<file path="src/rtl/sys_ctrl_pkg.sv">
// sys_ctrl_pkg: opcodes, fixed operand addresses and FSM states for sys_cmd_ctrl
package sys_ctrl_pkg;
    localparam logic [7:0] CMD_RF_WR   = 8'hAA;
    localparam logic [7:0] CMD_RF_RD   = 8'hBB;
    localparam logic [7:0] CMD_ALU_OP  = 8'hCC;
    localparam logic [7:0] CMD_ALU_NOP = 8'hDD;
    localparam int ADDR_OPA = 0;
    localparam int ADDR_OPB = 1;
    typedef enum logic [3:0] {
        ST_IDLE, ST_WR_ADDR, ST_WR_DATA, ST_RD_ADDR, ST_RD_WAIT, ST_RD_PUSH,
        ST_OPA, ST_OPB, ST_FUN, ST_GATE, ST_ALU_WAIT, ST_PUSH_LO, ST_PUSH_HI
    } state_e;
endpackage

</file>
<file path="src/rtl/sys_ctrl_tx_push.sv">
// sys_ctrl_tx_push: full-aware registered write port into the TX FIFO
module sys_ctrl_tx_push #(
    parameter int DATA_WIDTH = 8
) (
    input  logic                  clk_i,
    input  logic                  rst_i,
    input  logic                  req_i,
    input  logic                  full_i,
    input  logic [DATA_WIDTH-1:0] data_i,
    output logic                  accept_o,
    output logic [DATA_WIDTH-1:0] tx_data_o,
    output logic                  tx_vld_o
);
    logic [DATA_WIDTH-1:0] tx_data_q;
    logic                  tx_vld_q;
    assign accept_o  = req_i & ~full_i;
    assign tx_data_o = tx_data_q;
    assign tx_vld_o  = tx_vld_q;
    always_ff @(posedge clk_i) begin
        if (rst_i) begin
            tx_data_q <= '0;
            tx_vld_q  <= 1'b0;
        end else begin
            tx_vld_q <= accept_o;
            if (accept_o) tx_data_q <= data_i;
        end
    end
endmodule

</file>
<file path="src/rtl/sys_cmd_ctrl.sv">
// sys_cmd_ctrl: UART command sequencer driving register file, ALU, clock gate and TX FIFO
module sys_cmd_ctrl
    import sys_ctrl_pkg::*;
#(
    parameter int DATA_WIDTH    = 8,
    parameter int ADDR_WIDTH    = 4,
    parameter int ALU_FUN_WIDTH = 4,
    parameter int ALU_OUT_WIDTH = 16
) (
    input  logic                     CLK,
    input  logic                     RST,
    input  logic [DATA_WIDTH-1:0]    RX_P_DATA,
    input  logic                     RX_D_VLD,
    input  logic [DATA_WIDTH-1:0]    RF_RD_DATA,
    input  logic                     RF_RD_DATA_VLD,
    input  logic [ALU_OUT_WIDTH-1:0] ALU_OUT,
    input  logic                     ALU_OUT_VLD,
    input  logic                     FIFO_FULL,
    output logic [ADDR_WIDTH-1:0]    RF_ADDR,
    output logic                     RF_WR_EN,
    output logic                     RF_RD_EN,
    output logic [DATA_WIDTH-1:0]    RF_WR_DATA,
    output logic [ALU_FUN_WIDTH-1:0] ALU_FUN,
    output logic                     ALU_EN,
    output logic                     CLK_GATE_EN,
    output logic [DATA_WIDTH-1:0]    TX_P_DATA,
    output logic                     TX_D_VLD,
    output logic                     CTRL_BUSY
);
    state_e                   state_q, state_d;
    logic [ADDR_WIDTH-1:0]    rf_addr_q, rf_addr_d;
    logic                     rf_wr_en_q, rf_wr_en_d;
    logic                     rf_rd_en_q, rf_rd_en_d;
    logic [DATA_WIDTH-1:0]    rf_wr_data_q, rf_wr_data_d;
    logic [ALU_FUN_WIDTH-1:0] alu_fun_q, alu_fun_d;
    logic                     alu_en_q, alu_en_d;
    logic                     gate_q, gate_d;
    logic                     busy_q;
    logic [DATA_WIDTH-1:0]    rd_data_q, rd_data_d;
    logic [ALU_OUT_WIDTH-1:0] res_q, res_d;
    logic                     push_req, push_acc;
    logic [DATA_WIDTH-1:0]    push_data;

    assign push_req  = state_q inside {ST_RD_PUSH, ST_PUSH_LO, ST_PUSH_HI};
    assign push_data = state_q == ST_PUSH_LO ? res_q[DATA_WIDTH-1:0] :
                       state_q == ST_PUSH_HI ? res_q[ALU_OUT_WIDTH-1:DATA_WIDTH] : rd_data_q;

    sys_ctrl_tx_push #(.DATA_WIDTH(DATA_WIDTH)) u_push (
        .clk_i    (CLK),
        .rst_i    (RST),
        .req_i    (push_req),
        .full_i   (FIFO_FULL),
        .data_i   (push_data),
        .accept_o (push_acc),
        .tx_data_o(TX_P_DATA),
        .tx_vld_o (TX_D_VLD)
    );

    always_comb begin
        state_d      = state_q;
        rf_addr_d    = rf_addr_q;
        rf_wr_en_d   = 1'b0;
        rf_rd_en_d   = 1'b0;
        rf_wr_data_d = rf_wr_data_q;
        alu_fun_d    = alu_fun_q;
        alu_en_d     = 1'b0;
        gate_d       = gate_q;
        rd_data_d    = rd_data_q;
        res_d        = res_q;
        case (state_q)
            ST_IDLE: if (RX_D_VLD)
                state_d = RX_P_DATA == CMD_RF_WR   ? ST_WR_ADDR :
                          RX_P_DATA == CMD_RF_RD   ? ST_RD_ADDR :
                          RX_P_DATA == CMD_ALU_OP  ? ST_OPA :
                          RX_P_DATA == CMD_ALU_NOP ? ST_FUN : ST_IDLE;
            ST_WR_ADDR: if (RX_D_VLD) begin
                rf_addr_d = RX_P_DATA[ADDR_WIDTH-1:0];
                state_d   = ST_WR_DATA;
            end
            ST_WR_DATA: if (RX_D_VLD) begin
                rf_wr_en_d   = 1'b1;
                rf_wr_data_d = RX_P_DATA;
                state_d      = ST_IDLE;
            end
            ST_RD_ADDR: if (RX_D_VLD) begin
                rf_addr_d  = RX_P_DATA[ADDR_WIDTH-1:0];
                rf_rd_en_d = 1'b1;
                state_d    = ST_RD_WAIT;
            end
            ST_RD_WAIT: if (RF_RD_DATA_VLD) begin
                rd_data_d = RF_RD_DATA;
                state_d   = ST_RD_PUSH;
            end
            ST_RD_PUSH: if (push_acc) state_d = ST_IDLE;
            ST_OPA, ST_OPB: if (RX_D_VLD) begin
                rf_addr_d    = ADDR_WIDTH'(state_q == ST_OPA ? ADDR_OPA : ADDR_OPB);
                rf_wr_en_d   = 1'b1;
                rf_wr_data_d = RX_P_DATA;
                state_d      = state_q == ST_OPA ? ST_OPB : ST_FUN;
            end
            ST_FUN: if (RX_D_VLD) begin
                alu_fun_d = RX_P_DATA[ALU_FUN_WIDTH-1:0];
                gate_d    = 1'b1;
                state_d   = ST_GATE;
            end
            ST_GATE: begin
                alu_en_d = 1'b1;
                state_d  = ST_ALU_WAIT;
            end
            ST_ALU_WAIT: if (ALU_OUT_VLD) begin
                res_d   = ALU_OUT;
                gate_d  = 1'b0;
                state_d = ST_PUSH_LO;
            end
            ST_PUSH_LO: if (push_acc) state_d = ST_PUSH_HI;
            ST_PUSH_HI: if (push_acc) state_d = ST_IDLE;
            default: state_d = ST_IDLE;
        endcase
    end

    always_ff @(posedge CLK) begin
        if (RST) begin
            state_q      <= ST_IDLE;
            rf_addr_q    <= '0;
            rf_wr_en_q   <= 1'b0;
            rf_rd_en_q   <= 1'b0;
            rf_wr_data_q <= '0;
            alu_fun_q    <= '0;
            alu_en_q     <= 1'b0;
            gate_q       <= 1'b0;
            busy_q       <= 1'b0;
            rd_data_q    <= '0;
            res_q        <= '0;
        end else begin
            state_q      <= state_d;
            rf_addr_q    <= rf_addr_d;
            rf_wr_en_q   <= rf_wr_en_d;
            rf_rd_en_q   <= rf_rd_en_d;
            rf_wr_data_q <= rf_wr_data_d;
            alu_fun_q    <= alu_fun_d;
            alu_en_q     <= alu_en_d;
            gate_q       <= gate_d;
            busy_q       <= state_d != ST_IDLE;
            rd_data_q    <= rd_data_d;
            res_q        <= res_d;
        end
    end

    assign RF_ADDR     = rf_addr_q;
    assign RF_WR_EN    = rf_wr_en_q;
    assign RF_RD_EN    = rf_rd_en_q;
    assign RF_WR_DATA  = rf_wr_data_q;
    assign ALU_FUN     = alu_fun_q;
    assign ALU_EN      = alu_en_q;
    assign CLK_GATE_EN = gate_q;
    assign CTRL_BUSY   = busy_q;
endmodule

</file>
<file path="config.mk">
export PLATFORM = sky130hd
export DESIGN_NAME = sys_cmd_ctrl
export DESIGN_NICKNAME = d
export VERILOG_FILES = /design/src/rtl/sys_ctrl_pkg.sv /design/src/rtl/sys_ctrl_tx_push.sv /design/src/rtl/sys_cmd_ctrl.sv
export SDC_FILE = /design/constraint.sdc
export NUM_CORES = 1
export LEC_CHECK = 0
export CORE_UTILIZATION = 35
export CTS_BUF_LIST = sky130_fd_sc_hd__clkbuf_4 sky130_fd_sc_hd__clkbuf_8
export CTS_CLUSTER_DIAMETER = 80
export DETAILED_ROUTE_END_ITERATION = 8
export HOLD_SLACK_MARGIN = 0.06
export RECOVER_POWER = 25
export SETUP_SLACK_MARGIN = 0.15
export SLEW_MARGIN = 20
export SYNTH_ARGS = -nofsm -noshare
export SYNTH_HDL_FRONTEND = slang
export SYNTH_SLANG_ARGS = --single-unit
</file>
<file path="constraint.sdc">
create_clock -name CLK -period 2.3 [get_ports CLK]
set_clock_uncertainty 0.05 [all_clocks]
set_input_delay 0.69 -clock CLK [delete_from_list [all_inputs] [get_ports CLK]]
set_output_delay 0.69 -clock CLK [all_outputs]
set_load 0.01 [all_outputs]
</file>
# == Word level (Yosys, flattened, before mapping) ==
# Cells that the tools add are included.
# word_totals
memories,0
ff_bits,58
ramBits,0
input_bits,38
latch_bits,0
output_inout_bits,30
romBits,0
word_cells,81
# op_classes
shift,0
n_lt_le_gt_ge,0
add_sub_neg,0
bitwise,4
n_mul,0
eq_ne,20
div_mod_pow,0
muxes,27
n_reduce_logical,17
# ops
cell,n
two-way mux 4 bit,17
one-hot mux 4 bit (11 select lines),1
"== test 8 bit, second input constant",4
"== test 4 bit, second input constant",5
"== test 4 x 3 -> 1 bit, second input constant",4
two-way mux 8 bit,2
OR reduction 2 bit,5
"== test 4 x 2 -> 1 bit, second input constant",2
one-hot mux 4 bit (2 select lines),1
AND reduction 2 bit,4
"!= test 2 bit, second input constant",3
AND reduction 3 bit,2
two-way mux 1 bit,5
"== test 4 x 1 -> 1 bit, second input constant",1
zero test 4 bit,1
nonzero test 2 bit,2
nonzero test 4 bit,1
NOT 1 bit,3
nonzero test 3 bit,1
OR reduction 3 bit,1
"!= test 2 x 1 -> 1 bit, second input constant",1
one-hot mux 1 bit (2 select lines),1
AND 1 bit,1

# == Depth between registers and ports, before layout ==
# Gate-level depths: netlist (run 1).
# logic_depth
ltp_word,8
mapped_depth,7
ltp_nobuf,5

# == Hierarchy ==
# From an unflattened synthesis (run 1), not the netlist that was laid out.
# hier_totals
cells_unflattened,292
area_unflattened_um2,2595.0
# by_module_without_submodules
mod,cells_each,area_per_inst_um2,n_inst
sys_cmd_ctrl,255,2208.4,1
sys_ctrl_tx_push,37,386.6,1

# == Least setup slack after synthesis (run 1) ==
# No wires, ideal clock.
# synth_path
kind,input port to flip-flop
start,input FIFO_FULL
end,register busy_q (netlist: CTRL_BUSY)
path_slack_ns,0.448
required_time_ns,2.107
t_arrival_ns,1.659
cell_stages,6
n_path_buf,1
path_cell_list,clkbuf_1 > nand2b_1 > a21oi_1 > o21a_1 > a311oi_1 > a41oi_2
# synth_between
elab_chain_cells,5
# synth_lines
element,line,rtl
"start, declared",sys_cmd_ctrl.sv:18,"input logic FIFO_FULL,"
NOT 1 bit *,sys_ctrl_tx_push.sv:16,assign accept_o = req_i & ~full_i;
AND 1 bit *,sys_ctrl_tx_push.sv:16,
two-way mux 4 bit (on tied branches),"sys_cmd_ctrl.sv:94, sys_cmd_ctrl.sv:116, sys_cmd_ctrl.sv:115",
one-hot mux 4 bit (11 select lines) *,sys_cmd_ctrl.sv:70,case (state_q)
nonzero test 4 bit *,sys_cmd_ctrl.sv:143,busy_q <= state_d != ST_IDLE;
"end signal, assigned",sys_cmd_ctrl.sv:131,busy_q <= 1'b0;
"end signal, assigned",sys_cmd_ctrl.sv:143,
"end, declared",sys_cmd_ctrl.sv:38,logic busy_q;
# Mark *: on every way between the ends. The rest lies on a longest branch, timed or not.
# A chain may end at the register's enable or synchronous reset.

# == Worst setup path in the final report (run 1) ==
# layout_path
start,input FIFO_FULL
end,register u_push.tx_data_q[4] (netlist: u_push.tx_data_o[4])
# layout_between
elab_chain_cells,2
# layout_lines
element,line,rtl
NOT 1 bit,sys_ctrl_tx_push.sv:16,
AND 1 bit,sys_ctrl_tx_push.sv:16,
"end signal, assigned",sys_ctrl_tx_push.sv:25,if (accept_o) tx_data_q <= data_i;
"end, declared",sys_ctrl_tx_push.sv:14,logic [DATA_WIDTH-1:0] tx_data_q;
# No other way between the ends.

==> impl_results.md, run 1 <==
- Top_reg_cell synth: dfxtp_1
- CTS Buffer Depth: 2
- CTS H-tree lvls: 3
- Max Cap Violations: 0
- Seq/Total Area, Yosys: 43.36%
- Sw Ratio: 22.69%
- Synthesized instance count: 277
- Period utilization: 90.55%
- Ys async rst share: 0%
- Largest net degree at the start of global routing: 21
- Via count: 2220
- Crit end category: register
- Clock power frac: 45.5%
- Worst-margin pin slew: 0.5778 ns
- Crit Path Class: input pin to register
- Outcome: completed
- Internal: 1615 uW
- First-pass GRT wire length: 9873 um
- Num ports: 68
- Worst hold path class: register to register
- VDD IR-drop max: 0.2632 mV
- Global Route Usage Sum: 16.70%
- FF+latch count, synth: 58
- Startpoint types: input pin
- Post-layout min period: 2.083 ns
- Vias per cell: 4.764
- Sequential power share: 48.2%
- Die span in x: 89.47 um
- EDFF count, synth: 0
- Clk slew on worst S/H paths: 0.07 ns
- Slew HR: 61.44%
- Logic gate share of total power: 6.3%
- Critical path fanouts, max: 9
- Max-slew violation count: 0
- Endpoints failing setup: 0
- Core Footprint: 0.007331 mm2
- Dpl ws: -0.2157 ns
- Leakage: 0.001454 uW
- Area Overhead vs Synth: 39.49%
- Synth area leader: dfxtp_1
- Yosys warnings: 0
- DRC violations left: 0
- Cts bufs inserted: 9
- Grt total ovfl: 0
- Die Footprint: 0.008004 mm2
- Max frequency: 0.4802 GHz
- Ranking of synthesized cells by area: dfxtp_1 (43%), mux2i_1 (20%), nor2_1 (8.8%)
- Nets: 400
- Clock latency on the worst-skew pair: 0.34 ns
- Number of DRC markers in iteration 0: 143
- Synthesized Nets: 315
- RSZ-0062 raised after global routing: false
- Worst setup margin: 0.2174 ns
- ANT nets after route: 0
- Final core utilization: 50.95%
- Placed insts: 449
- Sw Pwr: 474.1 uW
- Antenna diode count: 0
- Routed WL: 6333 um
- TritonCTS clock tree: done
- Cts hold-fix bufs: 0
- Req. time, crit path: 2.47 ns
- Post-route insts no fill: 466
- Final Hold Violating Endpoints: 0
- Distinct cells, synth: 46
- DIE HEIGHT: 89.47 um
- Initial antenna violation count: 0
- Total iterations of the first detailed-routing run: 4
- Sink Count: 58
- Layout cells sized above 1: 14.44%
- Clock root cell: clkbuf_8
- # port buffers: 67
- Gpl congestion: 0.8559
- Starting Density: 36.53%
- Synthesized cell area: 0.002678 mm2
- Synth top area share: 43.36%
- Arr. time, crit path: 2.26 ns
- Most frequent cells in the layout: nor2_1 (63), clkdlybuf4s50_1 (63), dfxtp_1 (58), mux2i_1 (54), buf_4 (21)
- Routed length per instance: 13.59 um
- Mean post-synth cell area: 9.666 um2
- DPL Wire Length: 4584 um
- Vias in the first global route: 2074
- FP Rows: 31
- PD cells: 559.3 mW/mm2
-- kinds of logic (layout without fill, tap and decap cells) --
family          Yosys count  in the layout  share of synthesized area [%]
compound gates           36             36                          9.300
xor+xnor                  1              1                         0.3272
buf+inv                  21            111                          5.281
flops                    58             58                          43.36
simple gates            107            107                          21.54
mux                      54             54                          20.19
-- final timing paths --
kind,from,endpoint,slack [ns],cells after the start
worst max register to register,state_q[3],CTRL_BUSY,0.28,6
worst min-delay path,RF_ADDR[1],RF_ADDR[1],0.42,2
worst max-delay path,FIFO_FULL,u_push.tx_data_o[4],0.22,5
worst min register to register,RF_ADDR[1],RF_ADDR[1],0.42,2
-- worst max-delay path, cell delays in order --
cell and delay (ns):
dlygate4sd3_1 0.59, clkbuf_1 0.17, nor2_2 0.49, mux2i_1 0.25, nor2_1 0.05
-- Yosys cell counts (2+ instances only) --
master,number
nor3_4,2
dfxtp_1,58
buf_6,7
nor2_1,63
a22o_1,2
nand3_1,4
buf_2,2
mux2i_1,54
buf_4,2
a21oi_1,15
nand2b_1,8
o21ai_0,3
inv_1,2
and3_1,2
nor4_1,2
o2111ai_1,2
clkbuf_1,8
o21ai_1,2
nor2b_1,2
and2_1,3
nand2_1,9
-- per-layer routing --
metal / track usage (%) / routed length, um
met2: 23.66 / 2759
met1: 22.83 / 3085
met4: 7.792 / 65
met3: 5.448 / 422
met5: 0 / 0
-- area by class of cell --
type / count / area [um2]
fillers: 692 / 3596
well taps: 99 / 123.9
inverters: 2 / 7.507
clock inverters: 6 / 65.06
repair buffers: 93 / 874.6
flip-flops and latches: 58 / 1161
multi-input cells: 198 / 1365
clock buffers: 10 / 137.6
-- sequential cells by signal, indices dropped and copies added, names as in the netlist --
signal,flops
RF_WR_DATA,8
RF_RD_EN,1
rd_data_q,8
res_q,16
CLK_GATE_EN,1
ALU_FUN,4
u_push.tx_data_o,8
u_push.tx_vld_o,1
state_q,4
ALU_EN,1
CTRL_BUSY,1
RF_WR_EN,1
RF_ADDR,4
-- power by group through the flow --
| stage | registers [uW] | clock network, uW | logic (uW) |
|---|---|---|---|
| 6_report | 1010 | 950 | 132 |
| 5_1_grt | 1010 | 1010 | 143 |
| 4_1_cts | 1010 | 977 | 135 |
| 3_5_place_dp | 1030 | 0 | 133 |
| 3_3_place_gp | 1030 | 0 | 134 |
| 2_1_floorplan | 1030 | 0 | 37.6 |
-- repair_timing --
action / CTS / global route
setup endpoints to repair: 1 / 2
resized for setup: 1 / 3
pin swaps: 0 / 3
setup buffers: 0 / 1
-- stage by stage --
step / cell area, um2 / total power [uW] / hold WS [ns] / setup TNS, ns
floorplan: 2678 / 1067 / 0.4096 / 0
global placement: 3546 / 1163 / 0.4084 / -0.1505
detailed placement: 3546 / 1163 / 0.4132 / -0.3770
CTS: 3750 / 2118 / 0.4234 / 0
global route: 3735 / 2160 / 0.4514 / 0
finish: 3735 / 2089 / 0.4222 / 0
No activity file was read; power rests on OpenSTA's default activity.
==> inputs of run 2 (changes only) <==
CTS_BUF_LIST = sky130_fd_sc_hd__clkbuf_2 sky130_fd_sc_hd__clkbuf_4 sky130_fd_sc_hd__clkbuf_8   (was sky130_fd_sc_hd__clkbuf_4 sky130_fd_sc_hd__clkbuf_8)
==> results of run 2 <==
The final DEF is identical to that of run 1; final timing and power are the same.
